File: src/rtl/vga_out_stage.sv
// rtl/vga_out_stage.sv - two-stage VGA output register with brightness scaling and frame-synchronous fade
module vga_out_stage #(
  parameter int COLOR_BITS      = 2,
  parameter int BRIGHT_BITS     = 3,
  parameter int FRAMES_PER_STEP = 4,
  parameter int SYNC_ACTIVE_LOW = 1
) (
  input  logic                    clk,
  input  logic                    rst_n,
  input  logic                    active,
  input  logic                    hsync,
  input  logic                    vsync,
  input  logic [COLOR_BITS-1:0]   red_pixel,
  input  logic [COLOR_BITS-1:0]   green_pixel,
  input  logic [COLOR_BITS-1:0]   blue_pixel,
  input  logic [BRIGHT_BITS:0]    bright_target,
  output logic [3*COLOR_BITS-1:0] vga_out,
  output logic                    hsync_out,
  output logic                    vsync_out,
  output logic [BRIGHT_BITS:0]    bright_cur,
  output logic                    fade_busy
);

  localparam int PW = COLOR_BITS + BRIGHT_BITS + 1;
  localparam int CW = (FRAMES_PER_STEP > 1) ? $clog2(FRAMES_PER_STEP) : 1;
  localparam logic [CW-1:0]        L_LAST  = CW'(FRAMES_PER_STEP - 1);
  localparam logic [BRIGHT_BITS:0] L_UNITY = {1'b1, {BRIGHT_BITS{1'b0}}};
  localparam logic                 L_SYNC_IDLE = (SYNC_ACTIVE_LOW != 0);

  typedef enum logic [1:0] {S_IDLE, S_COUNT, S_STEP} state_t;

  logic                    r_s1_active;
  logic                    r_s1_hsync;
  logic                    r_s1_vsync;
  logic                    r_s1_vsync_d;
  logic [COLOR_BITS-1:0]   r_s1_red;
  logic [COLOR_BITS-1:0]   r_s1_green;
  logic [COLOR_BITS-1:0]   r_s1_blue;
  logic [3*COLOR_BITS-1:0] r_vga;
  logic                    r_hsync_out;
  logic                    r_vsync_out;
  logic [BRIGHT_BITS:0]    r_bright_cur;
  logic [CW-1:0]           r_frame_cnt;
  state_t                  r_state;

  logic [BRIGHT_BITS:0]    w_tgt;
  logic [BRIGHT_BITS:0]    w_next_bright;
  logic                    w_frame_start;

  // Upper product bits can never be set for legal inputs; the clamp keeps the result bounded anyway.
  function automatic logic [COLOR_BITS-1:0] scale(input logic [COLOR_BITS-1:0] pix,
                                                  input logic [BRIGHT_BITS:0]  br);
    logic [PW-1:0] prod;
    logic [PW-1:0] shifted;
    prod    = PW'(pix) * PW'(br);
    shifted = prod >> BRIGHT_BITS;
    if (shifted > PW'({COLOR_BITS{1'b1}}))
      scale = {COLOR_BITS{1'b1}};
    else
      scale = shifted[COLOR_BITS-1:0];
  endfunction

  assign w_tgt         = (bright_target > L_UNITY) ? L_UNITY : bright_target;
  assign w_frame_start = (r_s1_vsync != L_SYNC_IDLE) && (r_s1_vsync_d == L_SYNC_IDLE);

  always_comb begin
    w_next_bright = r_bright_cur;
    if (w_tgt > r_bright_cur)
      w_next_bright = r_bright_cur + 1'b1;
    else if (w_tgt < r_bright_cur)
      w_next_bright = r_bright_cur - 1'b1;
  end

  always_ff @(posedge clk or negedge rst_n) begin
    if (!rst_n) begin
      r_s1_active  <= 1'b0;
      r_s1_hsync   <= L_SYNC_IDLE;
      r_s1_vsync   <= L_SYNC_IDLE;
      r_s1_vsync_d <= L_SYNC_IDLE;
      r_s1_red     <= '0;
      r_s1_green   <= '0;
      r_s1_blue    <= '0;
      r_vga        <= '0;
      r_hsync_out  <= L_SYNC_IDLE;
      r_vsync_out  <= L_SYNC_IDLE;
    end else begin
      r_s1_active  <= active;
      r_s1_hsync   <= hsync;
      r_s1_vsync   <= vsync;
      r_s1_vsync_d <= r_s1_vsync;
      r_s1_red     <= red_pixel;
      r_s1_green   <= green_pixel;
      r_s1_blue    <= blue_pixel;
      r_vga        <= r_s1_active ? {scale(r_s1_blue,  r_bright_cur),
                                     scale(r_s1_green, r_bright_cur),
                                     scale(r_s1_red,   r_bright_cur)} : '0;
      r_hsync_out  <= r_s1_hsync;
      r_vsync_out  <= r_s1_vsync;
    end
  end

  // Target changes are honoured at every STEP; the frame counter keeps running through them.
  always_ff @(posedge clk or negedge rst_n) begin
    if (!rst_n) begin
      r_state      <= S_IDLE;
      r_frame_cnt  <= '0;
      r_bright_cur <= L_UNITY;
    end else begin
      case (r_state)
        S_IDLE: begin
          r_frame_cnt <= '0;
          if (w_tgt != r_bright_cur) r_state <= S_COUNT;
        end
        S_COUNT: begin
          if (w_tgt == r_bright_cur) begin
            r_frame_cnt <= '0;
            r_state     <= S_IDLE;
          end else if (w_frame_start) begin
            if (r_frame_cnt == L_LAST) begin
              r_frame_cnt <= '0;
              r_state     <= S_STEP;
            end else begin
              r_frame_cnt <= r_frame_cnt + 1'b1;
            end
          end
        end
        S_STEP: begin
          r_bright_cur <= w_next_bright;
          r_state      <= (w_next_bright == w_tgt) ? S_IDLE : S_COUNT;
        end
        default: begin
          r_state     <= S_IDLE;
          r_frame_cnt <= '0;
        end
      endcase
    end
  end

  assign vga_out    = r_vga;
  assign hsync_out  = r_hsync_out;
  assign vsync_out  = r_vsync_out;
  assign bright_cur = r_bright_cur;
  assign fade_busy  = (w_tgt != r_bright_cur);

endmodule
File: config.mk
export PLATFORM = sky130hd
export DESIGN_NAME = vga_out_stage
export DESIGN_NICKNAME = d
export VERILOG_FILES = /design/src/rtl/vga_out_stage.sv
export SDC_FILE = /design/constraint.sdc
export NUM_CORES = 1
export LEC_CHECK = 0
export ABC_AREA = 1
export CAP_MARGIN = 10
export CORE_ASPECT_RATIO = 0.8
export CORE_MARGIN = 1.5
export CORE_UTILIZATION = 45
export CTS_CLUSTER_SIZE = 12
export DETAILED_ROUTE_END_ITERATION = 10
export PLACE_DENSITY = 0.78
export SLEW_MARGIN = 20
export SYNTH_ARGS = -nofsm -noshare
export SYNTH_HDL_FRONTEND = slang
export SYNTH_SLANG_ARGS = --single-unit
File: constraint.sdc
create_clock -name clk -period 2 [get_ports clk]
set_input_delay 0.3 -clock clk [delete_from_list [all_inputs] [get_ports clk]]
set_output_delay 0.3 -clock clk [all_outputs]
set_load 0.03 [all_outputs]
==> summary.md, run 1 <==
| Metric | Value |
|---|---|
| Status | `completed` |
| H-tree levels | `1` |
| CP Max Fanout | `5` |
| Top_reg_cell synth | `dfrtp_1` |
| Rel. slew slack | `78.8%` |
| Number of synthesized flops with an enable pin | `0` |
| Post-route cell area | `0.00222 mm^2` |
| Wirelength, routed | `3640 um` |
| RePlAce Congestion | `0.830` |
| Overall power | `3.24 mW` |
| Post-Syn Area | `0.00153 mm^2` |
| Clock-pin slew on the worst setup and hold paths | `80 ps` |
| I/O pin count | `28` |
| Layout Nets | `281` |
| Fin crit period | `1980 ps` |
| Hold buffer count at CTS | `0` |
| Via count | `1439` |
| Global-route wire length before repair | `5980 um` |
| Die extent in x | `68.3 um` |
| GRT overflow | `0` |
| Cells after DPL | `275` |
| Router iterations before antenna repair | `4` |
| Post-synth top area share | `32.6%` |
| Die height | `55.2 um` |
| Std-Cell Rows | `18` |
| Core area | `0.00318 mm^2` |
| DR top layer | `met4` |
| Ys Warns | `0` |
| Period Utilization, post-route | `99.1%` |
| CTS sink count | `25` |
| Initial Utilization | `48.3%` |
| Leading area contributor after synthesis | `dfrtp_1` |
| Largest net degree at the start of global routing | `26` |
| Area after DPL | `0.00200 mm^2` |
| CP required | `2150 ps` |
| # DRC | `0` |
| Die ar. | `0.00377 mm^2` |
| Synth top area cells | `dfrtp_1 (33%), nand2_1 (14%), ha_1 (11%), dfstp_2 (8.6%), inv_1 (8.6%)` |
| Max Buffers Root-to-Sink | `2` |
| Post-route insts no fill | `292` |
| Pins Over Slew Limit | `0` |
| RSZ-0062 raised after global routing | `true` |
| Most frequent cells after synthesis | `nand2_1 (58), inv_1 (35), dfrtp_1 (20), ha_1 (13), nand3_1 (13)` |
| Clk root buf | `clkbuf_8` |
| Post-route ant nets | `0` |
| TritonCTS clock tree | `yes` |
| MaxCap Viol Count | `0` |
| Kind of critical path | `register to register` |
| Startpoint Class | `register` |
| Gr usage total | `20.9%` |
| #FFs+latches synth | `25` |
| Wl on met1 | `1760 um` |
| Ys async rst share | `100%` |
| DP Wirelength | `2440 um` |
| CP Capture Type | `register` |
| Final Hold Vio Count | `0` |
| DRT iter0 DRCs | `58` |
| N_diodes | `0` |
| Antenna violations before repair | `0` |
| Routed wl met2 | `1730 um` |
| Post-Syn Area per Cell | `7.91 um^2` |
| Worst-Skew Late Latency | `270 ps` |
| Synth Instances | `194` |
| Yosys cell types | `26` |
| Metal3 WL | `136 um` |
| Setup TNS | `0 ps` |
| Buffers added on ports | `27` |
| Static leakage | `1.24 nW` |
| PD cells | `1460 mW/mm^2` |
| Max VDD drop | `767 uV` |
| TritonCTS Buffers | `3` |
| Vias per cell | `4.93` |
| Syn Nets | `222` |
| Sequential element share of the synthesized area | `41.2%` |
| Vias in the first global route | `1312` |
| Hold Path Class | `register to register` |
| Layout Skew | `6.04 ps` |
| Number of setup violations in the final report | `0` |
| Max frequency | `0.505 GHz` |
| Average wire per standard cell | `12.5 um` |
| Area grow syn2layout | `44.5%` |
| Pre-CTS setup slack | `-481 ps` |
| Ratio of cells with drive above 1 in the final layout | `33.3%` |
| Count leader, synth | `nand2_1` |
| Final worst setup slack | `17.8 ps` |
| Critical Path AT | `2130 ps` |
| Worst Tran Pin Value | `317 ps` |
==> stage by stage <==
step / utilization [%] / hold slack [ps]
floorplan: - / 4.41
global placement: 63.1 / 346
detailed placement: 63.1 / 347
CTS: 68.2 / 359
global route: 69.8 / 368
finish: 69.8 / 358
==> final cells by class <==
class	instances	area, um^2
Sequential cell	25	633
Clock buffer	4	45.0
Fill cell	231	958
Tap cell	40	50.0
Timing Repair Buffer	55	472
Multi-Input combinational cell	127	851
Inverter	41	166
==> cell usage in the layout, fill, tap and decap left out, types with 3 or more instances in the layout <==
cell type / Yosys / layout
nand3_2: 2 / 5
buf_4: 1 / 27
nor2_1: 4 / 3
xnor2_1: 4 / 4
inv_2: 5 / 6
nand2_4: 1 / 3
a21o_1: 3 / 3
dlygate4sd2_1: 0 / 3
nand2_1: 58 / 43
o21ai_0: 10 / 9
inv_1: 35 / 31
a21oi_1: 5 / 5
nand2_2: 2 / 16
dfstp_2: 5 / 5
inv_4: 0 / 3
clkbuf_8: 0 / 3
dfrtp_1: 20 / 19
clkdlybuf4s50_1: 0 / 21
nand3_1: 13 / 9
a41o_2: 3 / 3
ha_1: 13 / 11
==> registers in the layout (all words and copies together) (netlist names), 2 cells and up <==
name and cells:
r_frame_cnt 2, bright_cur 4, r_s1_red 2, r_s1_blue 2, r_s1_green 2, r_state 2
vga_out 6
==> layer usage <==
layer  global-route usage, %  up-vias
met4                    4.00        0
met1                    30.4      690
li1                        -      722
met2                    31.5       25
met5                       0        -
met3                    5.50        2
==> repair_timing <==
action                                  4_1_cts  5_1_grt
gates resized for setup                      20       16
endpoints found under the setup margin        9        8
cloned                                        1        0
pin swaps                                    12       15
buffers inserted                              8        4
==> power breakdown <==
group	switching [mW]	total, mW	internal, mW
Combinational	1.30	2.23	0.927
Sequential	0.0752	0.723	0.648
Clock	0.151	0.293	0.142
Total	1.53	3.24	1.72
==> cells by family (layout without fill, tap and decap cells) <==
| group | Yosys count | after routing | share of synthesized area (%) |
|---|---|---|---|
| xor gates and xnor gates | 6 | 6 | 3.43 |
| buffers and inverters | 43 | 100 | 10.9 |
| adders and majority gates | 13 | 13 | 10.6 |
| and+or+nand+nor | 84 | 85 | 24.3 |
| AOI/OAI and AO/OA | 23 | 23 | 9.54 |
| DFF | 25 | 25 | 41.2 |
==> worst paths after layout <==
check / cells after the start / from / slack [ps] / endpoint
max in group asynchronous: 2 / rst_n / 1330 / vsync_out$_DFF_PN1_
worst max-delay path: 12 / bright_cur[3]$_DFFE_PN1P_ / 20 / r_state[0]$_DFFE_PN0P_
worst min register to register: 0 / r_s1_hsync$_DFF_PN1_ / 360 / hsync_out$_DFF_PN1_
min in group asynchronous: 2 / rst_n / 380 / bright_cur[0]$_DFFE_PN0P_
worst min-delay path: 0 / r_s1_hsync$_DFF_PN1_ / 360 / hsync_out$_DFF_PN1_
worst max register to register: 12 / bright_cur[3]$_DFFE_PN1P_ / 20 / r_state[0]$_DFFE_PN0P_
==> critical path: stages (launching register included) <==
cell	delay, ps
dfstp_2	560
inv_4	40
ha_4	220
a21oi_4	210
nand2_4	110
nand3b_1	160
nand3_2	110
nand2_2	80
nand2_2	60
nor2_2	120
nand3_1	80
nand2_1	60
nand2_1	40
Note: power is estimated with default switching activity, not from simulation.
==> run 2, diff against run 1 <==
--- a/config.mk
+++ b/config.mk
@@ -8,7 +8,7 @@
 export ABC_AREA = 1
 export CAP_MARGIN = 10
 export CORE_ASPECT_RATIO = 0.8
-export CORE_MARGIN = 1.5
+export CORE_MARGIN = 4
 export CORE_UTILIZATION = 45
 export CTS_CLUSTER_SIZE = 12
 export DETAILED_ROUTE_END_ITERATION = 10
==> constraint.sdc (replaced) <==
create_clock -name clk -period 2 [get_ports clk]
set_input_delay 0.4 -clock clk [delete_from_list [all_inputs] [get_ports clk]]
set_output_delay 0.4 -clock clk [all_outputs]
set_load 0.03 [all_outputs]
==> run 2 against run 1 <==
Critical path depth fell by 5. Power rose by 2.3%. The flow now finishes with violations (negative setup slack). First-iteration DRC count rose by 5.2%. Setup slack got worse by 48 ps. Critical path type is now register to output pin.
==> summary.md, run 2 (synthesis gave the netlist of run 1 again) <==
| Metric | Value |
|---|---|
| Status | `finished, violations left (was completed)` |
| Failing checks | `negative setup slack` |
| Vias in the first global route | `1200 (was 1312)` |
| TritonCTS clock tree | `yes (unchanged)` |
| Gr usage total | `16.2% (was 20.9%)` |
| Max VDD drop | `770 uV (was 767 uV)` |
| Post-route ant nets | `0 (unchanged)` |
| Core area | `0.00318 mm^2 (unchanged)` |
| Switching share of power | `46.5% (was 47.1%)` |
| Most frequent cells in the layout | `nand2_1 (51), inv_1 (32), clkdlybuf4s50_1 (21), buf_4 (20), dfrtp_1 (19) (was nand2_1 (43), inv_1 (31), buf_4 (27), clkdlybuf4s50_1 (21), dfrtp_1 (19))` |
| Most common cell after layout, fill and taps aside | `nand2_1 (unchanged)` |
| MaxCap Viol Count | `0 (unchanged)` |
| DRT iter0 DRCs | `61 (was 58)` |
| GRT overflow | `0 (unchanged)` |
| CP bufs+invs | `4 (was 1)` |
| Global-route wire length before repair | `5480 um (was 5980 um)` |
| Layout Nets | `277 (was 281)` |
| Hold Path Class | `register to register (unchanged)` |
| CTS sink count | `25 (unchanged)` |
| Cell mode on critical path | `buf_6` |
| Die ar. | `0.00441 mm^2 (was 0.00377 mm^2)` |
| Worst Tran Pin Value | `315 ps (was 317 ps)` |
| Std-Cell Rows | `18 (unchanged)` |
| Period Utilization, post-route | `102% (was 99.1%)` |
| Rel. slew slack | `78.8% (about the same)` |
| Critical Path AT | `1630 ps (was 2130 ps)` |
| Max reg flops | `6 (unchanged)` |
| Ratio of cells with drive above 1 in the final layout | `29.0% (was 33.3%)` |
| RePlAce Congestion | `0.847 (was 0.830)` |
| Final Hold Vio Count | `0 (unchanged)` |
| Initial Utilization | `48.3% (unchanged)` |
| Final worst setup slack | `-30.4 ps (was 17.8 ps)` |
| Hold buffer count at CTS | `0 (unchanged)` |
| Fin crit period | `2030 ps (was 1980 ps)` |
| Die height | `60.2 um (was 55.2 um)` |
| Switching pwr | `1.54 mW (was 1.53 mW)` |
| CP required | `1600 ps (was 2150 ps)` |
| PD cells | `1490 mW/mm^2 (was 1460 mW/mm^2)` |
| Int Power | `1.78 mW (was 1.72 mW)` |
| # DRC | `0 (unchanged)` |
| Core Util, Final | `70.1% (was 69.8%)` |
| Setup TNS | `-32.5 ps (was 0 ps)` |
| Clock group share of total power | `8.9% (was 9.0%)` |
| Max frequency | `0.493 GHz (was 0.505 GHz)` |
| DP Wirelength | `2560 um (was 2440 um)` |
| Startpoint Class | `register (unchanged)` |
| TritonCTS Buffers | `3 (unchanged)` |
| Buffers added on ports | `27 (unchanged)` |
| Layout Skew | `1.47 ps (was 6.04 ps)` |
| Vias per cell | `4.93 (about the same)` |
| Clock-pin slew on the worst setup and hold paths | `80 ps (about the same)` |
| Wirelength, routed | `3550 um (was 3640 um)` |
| Die extent in x | `73.3 um (was 68.3 um)` |
| CP cell instances | `inv_4 > ha_4 > nand2_4 > inv_6 > nand3_4 > buf_6 > buf_6 (was inv_4 > ha_4 > a21oi_4 > nand2_4 > nand3b_1 > nand3_2 > nand2_2 > nand2_2 > nor2_2 > nand3_1 > nand2_1 > nand2_1)` |
| Average wire per standard cell | `12.3 um (was 12.5 um)` |
| Crit path max-delay cell type | `dfstp_2 (unchanged)` |
| Clk root buf | `clkbuf_8 (unchanged)` |
| Largest net degree at the start of global routing | `26 (unchanged)` |
| Kind of critical path | `register to output pin (was register to register)` |
| Static leakage | `1.23 nW (was 1.24 nW)` |
| R2r setup slk | `0 ps (was 20 ps)` |
| Max Buffers Root-to-Sink | `2 (unchanged)` |
| Area grow syn2layout | `45.1% (was 44.5%)` |
| H-tree levels | `1 (unchanged)` |
| Pre-CTS setup slack | `-550 ps (was -481 ps)` |
| Sequential power share | `21.6% (was 22.3%)` |
| Antenna violations before repair | `0 (unchanged)` |
| Pins Over Slew Limit | `0 (unchanged)` |
| Worst path top cell family by delay | `flip-flops (was simple AND/OR/NAND/NOR gates)` |
| Router iterations before antenna repair | `4 (unchanged)` |
| N_diodes | `0 (unchanged)` |
| Combinational Power Share | `69.5% (was 68.7%)` |
| CP Max Fanout | `3 (was 5)` |
| RSZ-0062 raised after global routing | `true (unchanged)` |
| Worst-Skew Late Latency | `260 ps (was 270 ps)` |
| I/O pin count | `28 (unchanged)` |
| Worst hold slack | `359 ps (was 358 ps)` |
| Post-route insts no fill | `288 (was 292)` |
| Cells after DPL | `275 (unchanged)` |
| Number of setup violations in the final report | `2 (was 0)` |
| Filler cell count | `248 (was 231)` |
| Via count | `1420 (was 1439)` |
| CP Capture Type | `output pin (was register)` |
| Crit-path max cell delay | `560 ps (about the same)` |
run 2: cell types whose count changed in the layout (fill, tap and decap cells not counted), sizes merged:
cell         previous run  this run
buf                    29        25
clkbuf                  6         8
dlygate4sd2             3         1
run 2: cell type report:
cell class	instances	area [um^2]	area share, %
clock buffers	4	45.0	2.02
inverters	41	176	7.93
flip-flops and latches	25	633	28.4
multi-input cells	127	876	39.3
repair buffers	51	445	20.0
well taps	40	50.0	2.25
run 2: stage by stage:
stage	total power, mW	area, um^2
floorplan	2.03	1580
global placement	2.58	2000
detailed placement	2.62	2000
CTS	2.99	2110
global route	3.57	2230
finish	3.32	2230
run 2: routing by layer:
| layer | up-vias | GRT usage [%] | part of all wire [%] |
|---|---|---|---|
| met3 | 4 | 3.87 | 5.9 |
| met5 | - | 0 | 0 |
| met2 | 40 | 26.1 | 48 |
| li1 | 714 | - | - |
| met1 | 662 | 22.7 | 46 |
| met4 | 0 | 2.11 | 0.45 |
run 2: timing repair:
| item | CTS | global route |
|---|---|---|
| pin swaps | 2 | 17 |
| resized for setup | 17 | 26 |
| buffers inserted | 3 | 5 |
| gates cloned | 0 | 1 |
| setup endpoints to repair | 10 | 9 |
run 2: power groups by stage:
stage / Clock, mW / Sequential, mW / Combinational, mW
CTS: 0.298 / 0.721 / 1.97
global placement: 0 / 0.727 / 1.85
detailed placement: 0 / 0.731 / 1.89
global route: 0.320 / 0.737 / 2.52
finish: 0.295 / 0.719 / 2.31
floorplan: 0 / 0.913 / 1.12
run 2: worst paths after layout:
path / start / endpoint / depth (start not counted)
min in group asynchronous: rst_n / r_state[0]$_DFFE_PN0P_ / 2
worst max register to register: bright_cur[3]$_DFFE_PN1P_ / r_state[0]$_DFFE_PN0P_ / 12
max in group asynchronous: rst_n / bright_cur[3]$_DFFE_PN1P_ / 2
worst max-delay path: bright_cur[3]$_DFFE_PN1P_ / fade_busy / 7
worst min-delay path: r_s1_hsync$_DFF_PN1_ / hsync_out$_DFF_PN1_ / 0
worst min register to register: r_s1_hsync$_DFF_PN1_ / hsync_out$_DFF_PN1_ / 0
==> run 3, diff against run 2 <==
--- a/config.mk
+++ b/config.mk
@@ -8,11 +8,11 @@
 export ABC_AREA = 1
 export CAP_MARGIN = 10
 export CORE_ASPECT_RATIO = 0.8
-export CORE_MARGIN = 4
+export CORE_MARGIN = 10
 export CORE_UTILIZATION = 45
 export CTS_CLUSTER_SIZE = 12
 export DETAILED_ROUTE_END_ITERATION = 10
-export PLACE_DENSITY = 0.78
+export PLACE_DENSITY = 0.75
 export SLEW_MARGIN = 20
 export SYNTH_ARGS = -nofsm -noshare
 export SYNTH_HDL_FRONTEND = slang
==> constraint.sdc (replaced) <==
create_clock -name clk -period 2.4 [get_ports clk]
set_input_delay 0.48 -clock clk [delete_from_list [all_inputs] [get_ports clk]]
set_output_delay 0.48 -clock clk [all_outputs]
set_load 0.03 [all_outputs]
==> run 3 against run 2 <==
The flow now finishes without violations. Core utilization shrank 5.4 points. Combinational power fell by 32%. Clock skew is 1.6 ps higher. Die area is 40% higher. Register-to-register slack gained 300 ps. Sequential power down 13%. First-iteration DRC count decreased by 13%.
==> summary.md, run 3 (synthesis gave the netlist of run 1 again) <==
| Metric | Value |
|---|---|
| Router iterations before antenna repair | `4 (unchanged)` |
| Die extent in x | `85.3 um (was 73.3 um)` |
| Most common cell after layout, fill and taps aside | `nand2_1 (unchanged)` |
| Most frequent cells in the layout | `nand2_1 (51), inv_1 (33), clkdlybuf4s50_1 (22), dfrtp_1 (20), buf_4 (16) (was nand2_1 (51), inv_1 (32), clkdlybuf4s50_1 (21), buf_4 (20), dfrtp_1 (19))` |
| Pre-CTS setup slack | `-213 ps (was -550 ps)` |
| Antenna violations before repair | `0 (unchanged)` |
| Clk root buf | `clkbuf_8 (unchanged)` |
| Worst path top cell family by delay | `buffers and inverters (was flip-flops)` |
| Setup TNS | `0 ps (was -32.5 ps)` |
| Std-Cell Rows | `18 (unchanged)` |
| Status | `completed (was finished, violations left)` |
| Max VDD drop | `637 uV (was 770 uV)` |
| Cell mode on critical path | `buf_4 (was buf_6)` |
| Overall power | `2.44 mW (was 3.32 mW)` |
| Cells after DPL | `274 (was 275)` |
| Die height | `72.2 um (was 60.2 um)` |
| Crit-path max cell delay | `270 ps (was 560 ps)` |
| Period Utilization, post-route | `94.8%` |
| Largest net degree at the start of global routing | `26 (unchanged)` |
| CP bufs+invs | `6 (was 4)` |
| Hold Path Class | `register to register (unchanged)` |
| Post-route ant nets | `0 (unchanged)` |
| Max Buffers Root-to-Sink | `2 (unchanged)` |
| Core Util, Final | `64.7% (was 70.1%)` |
| Final worst setup slack | `125 ps (was -30.4 ps)` |
| CP Capture Type | `output pin (unchanged)` |
| Worst Tran Pin Value | `389 ps (was 315 ps)` |
| Post-route insts no fill | `279 (was 288)` |
| Vias per cell | `4.77 (was 4.93)` |
| DP Wirelength | `2630 um (was 2560 um)` |
| DRT iter0 DRCs | `53 (was 61)` |
| TritonCTS clock tree | `yes (unchanged)` |
| Final Hold Vio Count | `0 (unchanged)` |
| Rel. slew slack | `74.0% (was 78.8%)` |
| Global-route wire length before repair | `5900 um (was 5480 um)` |
| PD cells | `1190 mW/mm^2 (was 1490 mW/mm^2)` |
| Die ar. | `0.00616 mm^2 (was 0.00441 mm^2)` |
| Clock-pin slew on the worst setup and hold paths | `80 ps (about the same)` |
| Pins Over Slew Limit | `0 (unchanged)` |
| CP Max Fanout | `3 (unchanged)` |
| Initial Utilization | `48.3% (unchanged)` |
| Vias in the first global route | `1309 (was 1200)` |
| Kind of critical path | `input port to output pin (was register to output pin)` |
| Static leakage | `1.17 nW (was 1.23 nW)` |
| Max reg flops | `6 (unchanged)` |
| GRT overflow | `0 (unchanged)` |
| RSZ-0062 raised after global routing | `false (was true)` |
| Register area | `632 um^2 (was 633 um^2)` |
| Area grow syn2layout | `33.8% (was 45.1%)` |
| Filler cell count | `267 (was 248)` |
| RePlAce Congestion | `0.937 (was 0.847)` |
| Ratio of cells with drive above 1 in the final layout | `23.0% (was 29.0%)` |
| MaxCap Viol Count | `0 (unchanged)` |
| Worst-Skew Late Latency | `260 ps (about the same)` |
| Average wire per standard cell | `12.0 um (was 12.3 um)` |
| Startpoint Class | `input port (was register)` |
| Via count | `1332 (was 1420)` |
| Core area | `0.00318 mm^2 (unchanged)` |
| Number of setup violations in the final report | `0 (was 2)` |
| CP required | `1920 ps (was 1600 ps)` |
| TritonCTS Buffers | `3 (unchanged)` |
| Hold buffer count at CTS | `0 (unchanged)` |
| Critical Path AT | `1790 ps (was 1630 ps)` |
| Layout Nets | `268 (was 277)` |
| # DRC | `0 (unchanged)` |
| N_diodes | `0 (unchanged)` |
| Multi-input logic area | `788 um^2 (was 876 um^2)` |
| CP cell instances | `dlygate4sd2_1 > buf_4 > nand2_1 > inv_1 > ha_1 > nand2_1 > inv_2 > nand3_4 > buf_4 > buf_4 (was inv_4 > ha_4 > nand2_4 > inv_6 > nand3_4 > buf_6 > buf_6)` |
| CTS sink count | `25 (unchanged)` |
| I/O pin count | `28 (unchanged)` |
| H-tree levels | `1 (unchanged)` |
| Gr usage total | `11.3% (was 16.2%)` |
| Wirelength, routed | `3340 um (was 3550 um)` |
| Crit path max-delay cell type | `ha_1 (was dfstp_2)` |
| Max frequency | `0.440 GHz` |
| Fin crit period | `2270 ps` |
| Buffers added on ports | `27 (unchanged)` |
| Layout Skew | `3.08 ps (was 1.47 ps)` |
run 3: final timing paths:
path	to	slack [ps]	from	cells past startpoint
setup / recovery	fade_busy	130	bright_target[2]	10
hold / removal	hsync_out$_DFF_PN1_	360	r_s1_hsync$_DFF_PN1_	0
setup reg to reg	bright_cur[2]$_DFFE_PN0P_	300	bright_cur[1]$_DFFE_PN0P_	13
hold reg to reg	hsync_out$_DFF_PN1_	360	r_s1_hsync$_DFF_PN1_	0
max in group asynchronous	r_s1_hsync$_DFF_PN1_	1540	rst_n	2
min in group asynchronous	bright_cur[0]$_DFFE_PN0P_	570	rst_n	2
run 3: area by class of cell:
type / instances / area share (%)
Clock buffer: 4 / 2.19
Sequential cell: 25 / 30.8
Multi-Input combinational cell: 127 / 38.4
Inverter: 41 / 7.56
Tap cell: 40 / 2.44
Timing Repair Buffer: 42 / 18.6
run 3: repair_timing:
action / CTS / global route
cloned: 0 / 1
gates resized for setup: 5 / 14
pin swaps: 0 / 6
endpoints found under the setup margin: 1 / 3
setup buffers: 0 / 0
run 3: routing by layer:
metal / vias to the layer above / track usage [%] / wire length, um
met5: - / 0 / 0
met4: 0 / 1.64 / 12
met3: 2 / 3.68 / 157
met2: 20 / 18.3 / 1540
met1: 611 / 14.5 / 1630
li1: 699 / - / -
run 3: through the flow:
| step | instance area (um^2) | hold slack, ps |
|---|---|---|
| 2_1_floorplan | 1530 | 184 |
| 3_3_place_gp | 1950 | 346 |
| 3_5_place_dp | 1950 | 347 |
| 4_1_cts | 2020 | 359 |
| 5_1_grt | 2050 | 361 |
| 6_report | 2050 | 358 |
run 3: where the power goes:
group          internal [mW]  total, mW  switching (mW)  leakage [nW]
sequential             0.537      0.629          0.0919         0.299
combinational          0.655       1.57           0.919         0.851
clock                  0.118      0.238           0.120        0.0228
